--- config.mk ---
export PLATFORM = sky130hd
export DESIGN_NAME = operand_a_sel_flat
export DESIGN_NICKNAME = d
export VERILOG_FILES = /design/src/rtl/opsel_pkg.sv /design/src/rtl/operand_a_sel_if.sv /design/src/rtl/opsel_skid.sv /design/src/rtl/operand_a_sel.sv /design/src/flat_wrapper.sv
export SDC_FILE = /design/constraint.sdc
export NUM_CORES = 1
export LEC_CHECK = 0
export ABC_CLOCK_PERIOD_IN_PS = 2340
export BUFFER_PORTS_ARGS = -buffer_cell sky130_fd_sc_hd__clkbuf_2
export CAP_MARGIN = 40
export CELL_PAD_IN_SITES_DETAIL_PLACEMENT = 1
export CELL_PAD_IN_SITES_GLOBAL_PLACEMENT = 1
export CORE_ASPECT_RATIO = 0.6
export CORE_UTILIZATION = 40
export DETAILED_ROUTE_END_ITERATION = 16
export PLACE_DENSITY = 0.91
export SLEW_MARGIN = 15
export SYNTH_ARGS = -nofsm -noshare
export SYNTH_HDL_FRONTEND = slang
export SYNTH_SLANG_ARGS = --single-unit
--- constraint.sdc ---
create_clock -name clk -period 2.34 [get_ports clk]
set_input_delay 0.234 -clock clk [delete_from_list [all_inputs] [get_ports clk]]
set_output_delay 0.234 -clock clk [all_outputs]
set_load 0.02 [all_outputs]
--- src/rtl/opsel_pkg.sv ---
// Shared constants and types for the operand-A selector.
// Optional range check is controlled by OPERAND_A_SEL_RANGE_CHK_EN.
package opsel_pkg;

  localparam int unsigned SRC_REGA  = 0;
  localparam int unsigned SRC_PC1   = 1;
  localparam int unsigned DEF_WIDTH = 8;
  localparam int unsigned DEF_NSRC  = 4;

  typedef enum logic [1:0] {
    EMPTY = 2'd0,
    ONE   = 2'd1,
    TWO   = 2'd2
  } opsel_state_t;

  // Select width is never below one bit, even for a single-source build.
  function automatic int unsigned sel_width(input int unsigned n);
    return (n > 2) ? $clog2(n) : 1;
  endfunction

endpackage

--- src/rtl/operand_a_sel_if.sv ---
// Request/response bundle between the front end, the selector and the ALU.
// sel_err exists only when OPERAND_A_SEL_RANGE_CHK_EN is defined.
interface operand_a_sel_if #(
  parameter int unsigned WIDTH = opsel_pkg::DEF_WIDTH,
  parameter int unsigned NSRC  = opsel_pkg::DEF_NSRC
);
  localparam int unsigned SELW = opsel_pkg::sel_width(NSRC);

  logic [NSRC*WIDTH-1:0] src_data;
  logic [SELW-1:0]       sel;
  logic                  in_valid;
  logic                  in_ready;
  logic                  flush;
  logic [WIDTH-1:0]      out_data;
  logic [SELW-1:0]       out_sel;
  logic                  out_valid;
  logic                  out_ready;
`ifdef OPERAND_A_SEL_RANGE_CHK_EN
  logic                  sel_err;

  modport master (
    output src_data, sel, in_valid, flush, out_ready,
    input  in_ready, out_data, out_sel, out_valid, sel_err
  );
  modport slave (
    input  src_data, sel, in_valid, flush, out_ready,
    output in_ready, out_data, out_sel, out_valid, sel_err
  );
`else
  modport master (
    output src_data, sel, in_valid, flush, out_ready,
    input  in_ready, out_data, out_sel, out_valid
  );
  modport slave (
    input  src_data, sel, in_valid, flush, out_ready,
    output in_ready, out_data, out_sel, out_valid
  );
`endif

endinterface

--- src/rtl/opsel_skid.sv ---
// Generic 2-entry skid buffer: FIFO order, registered in_ready, synchronous flush.
module opsel_skid
  import opsel_pkg::*;
#(
  parameter int unsigned DW = 8
) (
  input  logic          clk,
  input  logic          rst_n,
  input  logic          flush_i,
  input  logic          in_valid_i,
  input  logic [DW-1:0] in_data_i,
  output logic          in_ready_o,
  output logic          out_valid_o,
  output logic [DW-1:0] out_data_o,
  input  logic          out_ready_i
);

  opsel_state_t  state_q, state_d;
  logic [DW-1:0] head_q, head_d;
  logic [DW-1:0] tail_q, tail_d;
  logic          push, pop;

  assign in_ready_o  = (state_q != TWO);
  assign out_valid_o = (state_q != EMPTY);
  assign out_data_o  = head_q;

  assign push = in_valid_i && in_ready_o;
  assign pop  = out_valid_o && out_ready_i;

  always_comb begin
    state_d = state_q;
    head_d  = head_q;
    tail_d  = tail_q;
    if (flush_i) begin
      state_d = EMPTY;
    end else begin
      case (state_q)
        EMPTY: begin
          if (push) begin
            head_d  = in_data_i;
            state_d = ONE;
          end
        end
        ONE: begin
          case ({push, pop})
            2'b11: head_d = in_data_i;
            2'b10: begin
              tail_d  = in_data_i;
              state_d = TWO;
            end
            2'b01: state_d = EMPTY;
            default: ;
          endcase
        end
        TWO: begin
          if (pop) begin
            head_d  = tail_q;
            state_d = ONE;
          end
        end
        default: state_d = EMPTY;
      endcase
    end
  end

  always_ff @(posedge clk or negedge rst_n) begin
    if (!rst_n) begin
      state_q <= EMPTY;
      head_q  <= '0;
      tail_q  <= '0;
    end else begin
      state_q <= state_d;
      head_q  <= head_d;
      tail_q  <= tail_d;
    end
  end

endmodule

--- src/rtl/operand_a_sel.sv ---
// Buffered operand-A source selector: source decode in front of a 2-entry skid buffer.
// Define OPERAND_A_SEL_RANGE_CHK_EN to zero out-of-range selects and flag them on sel_err.
module operand_a_sel
  import opsel_pkg::*;
#(
  parameter int unsigned WIDTH = DEF_WIDTH,
  parameter int unsigned NSRC  = DEF_NSRC
) (
  input logic            clk,
  input logic            rst_n,
  operand_a_sel_if.slave bus
);

  localparam int unsigned SELW = sel_width(NSRC);
  localparam int unsigned EW   = WIDTH + SELW;

  logic [WIDTH-1:0] word;
  logic             in_ready;
  logic             out_valid;
  logic [EW-1:0]    out_entry;

`ifdef OPERAND_A_SEL_RANGE_CHK_EN
  logic in_range;
  logic accept;
  logic sel_err_q;

  assign in_range = 32'(bus.sel) < NSRC;
  assign accept   = bus.in_valid && in_ready && !bus.flush;
`endif

  // Out-of-range indices match no source and fall back to register A.
  always_comb begin
    word = bus.src_data[SRC_REGA*WIDTH +: WIDTH];
    for (int unsigned k = 0; k < NSRC; k++) begin
      if (bus.sel == SELW'(k)) word = bus.src_data[k*WIDTH +: WIDTH];
    end
`ifdef OPERAND_A_SEL_RANGE_CHK_EN
    if (!in_range) word = '0;
`endif
  end

  opsel_skid #(
    .DW(EW)
  ) u_skid (
    .clk        (clk),
    .rst_n      (rst_n),
    .flush_i    (bus.flush),
    .in_valid_i (bus.in_valid),
    .in_data_i  ({bus.sel, word}),
    .in_ready_o (in_ready),
    .out_valid_o(out_valid),
    .out_data_o (out_entry),
    .out_ready_i(bus.out_ready)
  );

  assign bus.in_ready                = in_ready;
  assign bus.out_valid               = out_valid;
  assign {bus.out_sel, bus.out_data} = out_entry;

`ifdef OPERAND_A_SEL_RANGE_CHK_EN
  always_ff @(posedge clk or negedge rst_n) begin
    if (!rst_n) sel_err_q <= 1'b0;
    else        sel_err_q <= accept && !in_range;
  end

  assign bus.sel_err = sel_err_q;
`endif

endmodule

--- src/flat_wrapper.sv ---
// flat-port wrapper written by rule: the top's interface ports become plain ports
module operand_a_sel_flat import opsel_pkg::*;
#(
  parameter int unsigned WIDTH = DEF_WIDTH,
  parameter int unsigned NSRC  = DEF_NSRC
)
  (clk, rst_n, bus_src_data, bus_sel, bus_in_valid, bus_flush, bus_out_ready, bus_in_ready, bus_out_data, bus_out_sel, bus_out_valid);
  operand_a_sel_if #(.WIDTH(WIDTH), .NSRC(NSRC)) bus_i ();
  input logic clk;
  input logic rst_n;
  input wire logic [$bits(bus_i.src_data)-1:0] bus_src_data;
  input wire logic [$bits(bus_i.sel)-1:0] bus_sel;
  input wire logic [$bits(bus_i.in_valid)-1:0] bus_in_valid;
  input wire logic [$bits(bus_i.flush)-1:0] bus_flush;
  input wire logic [$bits(bus_i.out_ready)-1:0] bus_out_ready;
  output wire logic [$bits(bus_i.in_ready)-1:0] bus_in_ready;
  output wire logic [$bits(bus_i.out_data)-1:0] bus_out_data;
  output wire logic [$bits(bus_i.out_sel)-1:0] bus_out_sel;
  output wire logic [$bits(bus_i.out_valid)-1:0] bus_out_valid;
  assign bus_i.src_data = bus_src_data;
  assign bus_i.sel = bus_sel;
  assign bus_i.in_valid = bus_in_valid;
  assign bus_i.flush = bus_flush;
  assign bus_i.out_ready = bus_out_ready;
  assign bus_in_ready = bus_i.in_ready;
  assign bus_out_data = bus_i.out_data;
  assign bus_out_sel = bus_i.out_sel;
  assign bus_out_valid = bus_i.out_valid;
  operand_a_sel #(.WIDTH(WIDTH), .NSRC(NSRC)) u_core (.clk(clk), .rst_n(rst_n), .bus(bus_i));
endmodule
## Yosys cells after proc, flatten, opt, wreduce, memory -nomap -nowiden

Cells that the tools add are included.

| storage, ports and cells | value |
|---|---|
| flip-flop bits (word level) | 22 |
| bits in read-only memories | 0 |
| input bits | 39 |
| memory bits (writable) | 0 |
| latch bits | 0 |
| memories | 0 |

| operators by class | value |
|---|---|
| divide/modulo/power cells | 0 |
| reduce and logical (&&, ||, !) cells | 8 |
| shift-type cells | 0 |
| multiplexer cells | 12 |
| bitwise logic cells | 1 |
| eq/ne operators | 15 |
| magnitude comparators | 0 |
| $add $sub $neg | 0 |
| multiply operators | 0 |

Operators by type and width:

| operator | count |
|---|---|
| $mux 10 | 3 |
| $pmux 10 s3 | 1 |
| $mux 8 | 3 |
| $eq 2x2->1 const B | 5 |
| $eq 2x1->1 const B | 3 |
| $mux 2 | 3 |
| $ne 2x2->1 const B | 3 |
| $ne 3x3->1 const B | 2 |
| $pmux 2 s3 | 1 |
| $reduce_and 3->1 | 2 |
| $reduce_and 5->1 | 1 |
| $ne 4x3->1 const B | 1 |
| $pmux 2 s2 | 1 |
| $reduce_bool 3->1 | 1 |
| $logic_and 1x1->1 | 2 |
| $logic_not 2->1 | 1 |
| $ne 2x1->1 const B | 1 |
| $reduce_bool 2->1 | 1 |
| $not 1->1 | 1 |

## Longest topological paths before layout

| depth | value |
|---|---|
| word-level depth | 6 |
| depth in mapped cells | 5 |

## By module

A second synthesis with hierarchy kept.

| unflattened totals | value |
|---|---|
| cells, all modules | 78 |
| area, all modules | 1219.9 µm² |

Modules (own cells, without submodules):

| module | area each (µm²) | cells an instance | seq. area each (µm²) | times used |
|---|---|---|---|---|
| opsel_skid | 1023.5 | 68 | 550.5 | 1 |
| operand_a_sel | 196.4 | 10 | 0.0 | 1 |

## Least setup slack after synthesis

OpenSTA, ideal clock, no wires.

| timing | value |
|---|---|
| path type | register to register |
| start point | register u_core.u_skid.state_q[1] |
| end point | register u_core.u_skid.tail_q[8] |
| path buffers | 1 |
| cell stages (with the launch flop) | 5 |
| clock period less this slack | 1.391 ns |
| data arrival time | 1.266 ns |
| setup time | 0.125 ns |
| setup slack | 0.949 ns |
| path through | dfrtp_1 nor2b_2 nor3b_2 buf_6 mux2_2 |

| on the way | value |
|---|---|
| word-level cells in the longest chain between the ends | 4 |
| elaborated cells on any way between the ends | 7 |
| classes of those cells | eq/ne: 3; reduce/logical: 4 |

RTL lines:

| item | line | text |
|---|---|---|
| start, declared | opsel_skid.sv:18 | `opsel_state_t state_q, state_d;` |
| start signal, assigned | opsel_skid.sv:72 | `state_q <= state_d;` |
| $ne 2x2->1 or $reduce_bool 2->1 (tied branches) | opsel_skid.sv:23, opsel_skid.sv:24 |  |
| $logic_and 1x1->1 (on tied branches) | opsel_skid.sv:27, opsel_skid.sv:28 |  |
| $eq 2x2->1 | opsel_skid.sv:45 | `case ({push, pop})` |
| $reduce_and 3->1 (no line) (*) | n/a |  |
| end signal, assigned | opsel_skid.sv:74 | `tail_q <= tail_d;` |
| end, declared | opsel_skid.sv:20 | `logic [DW-1:0] tail_q, tail_d;` |

Every way passes the cells marked *; elsewhere a longest branch is shown, timed or not.
A chain may end at the register's enable or synchronous reset.

## Worst setup path after layout

| timing | value |
|---|---|
| start point | register u_core.u_skid.state_q[1] |
| end point | register u_core.u_skid.head_q[5], in the netlist u_core.u_skid.out_data_o[5] |

| on the way | value |
|---|---|
| word-level cells in the longest chain between the ends | 5 |
| elaborated cells on any way between the ends | 14 |
| classes of those cells | eq/ne: 7; mux: 1; reduce/logical: 6 |

RTL lines:

| item | line | text |
|---|---|---|
| $ne 2x2->1 or $reduce_bool 2->1 (tied branches) | opsel_skid.sv:23, opsel_skid.sv:24 |  |
| $logic_and 1x1->1 (on tied branches) | opsel_skid.sv:27, opsel_skid.sv:28 |  |
| $eq 2x2->1 | opsel_skid.sv:45 |  |
| $ne 2x1->1 (no line) | n/a |  |
| $reduce_and 5->1 (no line) | n/a |  |
| end signal, assigned | opsel_skid.sv:69 | `head_q <= '0;` |
| end signal, assigned | opsel_skid.sv:73 | `head_q <= head_d;` |
| end, declared | opsel_skid.sv:19 | `logic [DW-1:0] head_q, head_d;` |

Parallel ways exist; a longest one is shown, timed or not.

==> summary.txt <==
Timing
  • Slew Limit Fails: 0
  • Part of the cycle the worst path needs: 0.795
  • Endpoints failing setup: 0
  • Tightest Pin Transition: 583 ps
  • Period minus WS final: 1860 ps
  • Hold Violations, Final: 0
  • Achievable Freq: 538 MHz
  • Setup TNS: 0 ps
  • Post-route clock skew: 3.10 ps
  • Relative slew slack: 0.611
  • Unrepaired setup endpoints after global routing: false
  • Worst setup margin: 480 ps

Placement
  • Placed insts: 214
  • Dpl ws: 518 ps
  • IO Port Bufs: 50
  • Placer Congestion: 0.778
  • Post-DP HPWL: 2830 um

GRT
  • Grt ovf: 0
  • Number of global-route vias before repair: 1180
  • First-pass GRT wire length: 5820 um
  • Initial antenna violation count: 0
  • Gr usage total: 0.214
  • Largest net degree at the start of global routing: 23

Routing
  • DR iter-0 viols: 85
  • TritonRoute pass-1 iters: 4
  • Vias: 1154
  • Final wirelength: 3670 um
  • Drc violations: 0
  • Met3 Wirelength: 260 um
  • M1 wire length: 1720 um
  • Top layer in use: met4
  • Antenna Violating Nets Remaining: 0
  • WL met2: 1680 um
  • WL per Instance: 16.8 um
  • Vias per cell: 5.29

Clock tree
  • Post-CTS Setup Inserts: 0
  • Clock Tree Buf Depth: 2
  • Clock Tree Root: clkbuf_8
  • CTS clk-pin slew, worst paths: 80 ps
  • Hold_buf cts: 1
  • Sink Count: 22
  • CTS tree: done
  • Clock H-tree levels: 1
  • Num CTS Buffers: 3
  • Worst-Skew Late Latency: 260 ps
  • Gates resized, CTS repair: 0

Cells and area
  • Final nets: 214
  • Layout cells sized above 1: 0.416
  • Final Non-Filler Cells: 218
  • ANT cells: 0
  • Area Overhead vs Synth: 20.9%

Synthesis
  • Avg Cell Area, Syn: 10.9 um2
  • Post-synth ARST share: 1.00
  • Synthesized area: 0.00138 mm2
  • Commonest cells in the netlist: 24 x mux2i_1, 22 x dfrtp_1, 11 x mux2_2, 10 x a21oi_1
  • Count of state elements after synthesis: 22
  • Dominant cell by count in the synthesized netlist: mux2i_1
  • Dominant cells by area after synthesis: dfrtp_1 40%, mux2i_1 17%, mux2_2 9.0%
  • Dominant cell type by area after synthesis: dfrtp_1
  • Synth unique cells: 28
  • Syn_nets: 166
  • Synth warnings: 0
  • Post-synth top area share: 0.399
  • Post-synthesis cell count: 127
  • EDFF count, synth: 0
  • Sequential element share of the synthesized area: 0.399
  • Ys flop type: dfrtp_1

Status
  • Run status: complete, no violations

Critical path
  • CP Data Arrival Time: 2010 ps
  • CP required: 2490 ps
  • Worst Setup Path Type: reg -> reg
  • Setup crit end kind: flop
  • Worst reg2reg path depth: 5
  • CP Max Fanout: 20
  • CP Launch Type: flop

Worst hold path
  • Hold Path Cell Cnt: 2
  • Worst min path class: in -> reg

Power
  • Power consumption: 1.09 mW
  • Power Density: 655 mW/mm2
  • Reported leakage power: 0.798 nW
  • VDD IR-drop max: 0.000317 V

Die
  • Std-Cell Core Area: 0.00328 mm2
  • Floorplan row count: 16
  • Die span in x: 77.8 um
  • Initial Utilization: 0.420
  • Die area: 0.00370 mm2
  • Die height: 47.5 um
  • # IOs: 51

Flow run
  • Max Cap Viol: 0
-- worst paths after layout --
check                                       startpoint                          end  slack, ps
max reg2reg                   u_core.u_skid.state_q[1]  u_core.u_skid.out_data_o[5]        480
max in group asynchronous                        rst_n      u_core.u_skid.tail_q[8]       1470
min in group asynchronous                        rst_n  u_core.u_skid.out_data_o[8]        500
min reg2reg                u_core.u_skid.out_data_o[0]  u_core.u_skid.out_data_o[0]        510
max                           u_core.u_skid.state_q[1]  u_core.u_skid.out_data_o[5]        480
min                                      bus_out_ready     u_core.u_skid.state_q[1]        210
-- cell families after synthesis --
group / synth area share
flip-flops: 0.399
AO/OA/AOI/OAI: 0.156
AND/OR/NAND/NOR: 0.0898
buffers and inverters: 0.0807
multiplexers: 0.275
-- area by class of cell --
| cell class | count | area, um2 |
|---|---|---|
| clock buffer | 3 | 41.3 |
| fill | 390 | 1620 |
| inverter | 9 | 33.8 |
| multi-input combinational | 87 | 718 |
| sequential | 22 | 551 |
| tap | 45 | 56.3 |
| timing repair buffer | 52 | 268 |
-- critical path, cell delays in order (launching register included) --
cell     delay [ps]
dfrtp_1         440
nor2b_4         470
inv_1           110
nand2_1         260
o21ai_0         180
o32a_1          300
-- metrics by stage --
stage	area, um2	hold WS [ps]	util
2_1_floorplan	1380	-61.6	-
3_3_place_gp	1620	241	0.492
3_5_place_dp	1620	249	0.492
4_1_cts	1670	207	0.508
5_1_grt	1670	228	0.508
6_report	1670	214	0.508
-- power by group --
group	internal [mW]	switching (mW)
clock	0.115	0.116
sequential	0.472	0.0598
combinational	0.148	0.182
-- sequential cells by signal (all words and copies together), names as in the netlist --
register,flops
u_core.u_skid.tail_q,10
u_core.u_skid.out_data_o,10
u_core.u_skid.state_q,2
-- placed cells by master, fill, tap and decap left out, types with 2 or more instances in the layout --
| cell type | netlist | final |
|---|---|---|
| dfrtp_1 | 22 | 22 |
| nand2_1 | 2 | 2 |
| nor3_1 | 9 | 9 |
| clkbuf_8 | 0 | 3 |
| mux2_2 | 11 | 11 |
| clkbuf_2 | 0 | 50 |
| inv_1 | 9 | 9 |
| o32a_1 | 8 | 8 |
| a21oi_1 | 10 | 10 |
| mux2i_1 | 24 | 24 |
| o21ai_0 | 9 | 9 |
-- layer usage --
metal  GRT usage  vias to the layer above
met5           0                        -
met4      0.0340                        0
met3      0.0705                        2
met2       0.372                       41
met1       0.273                      554
li1            -                      557
No activity file was read; power rests on OpenSTA's default activity.
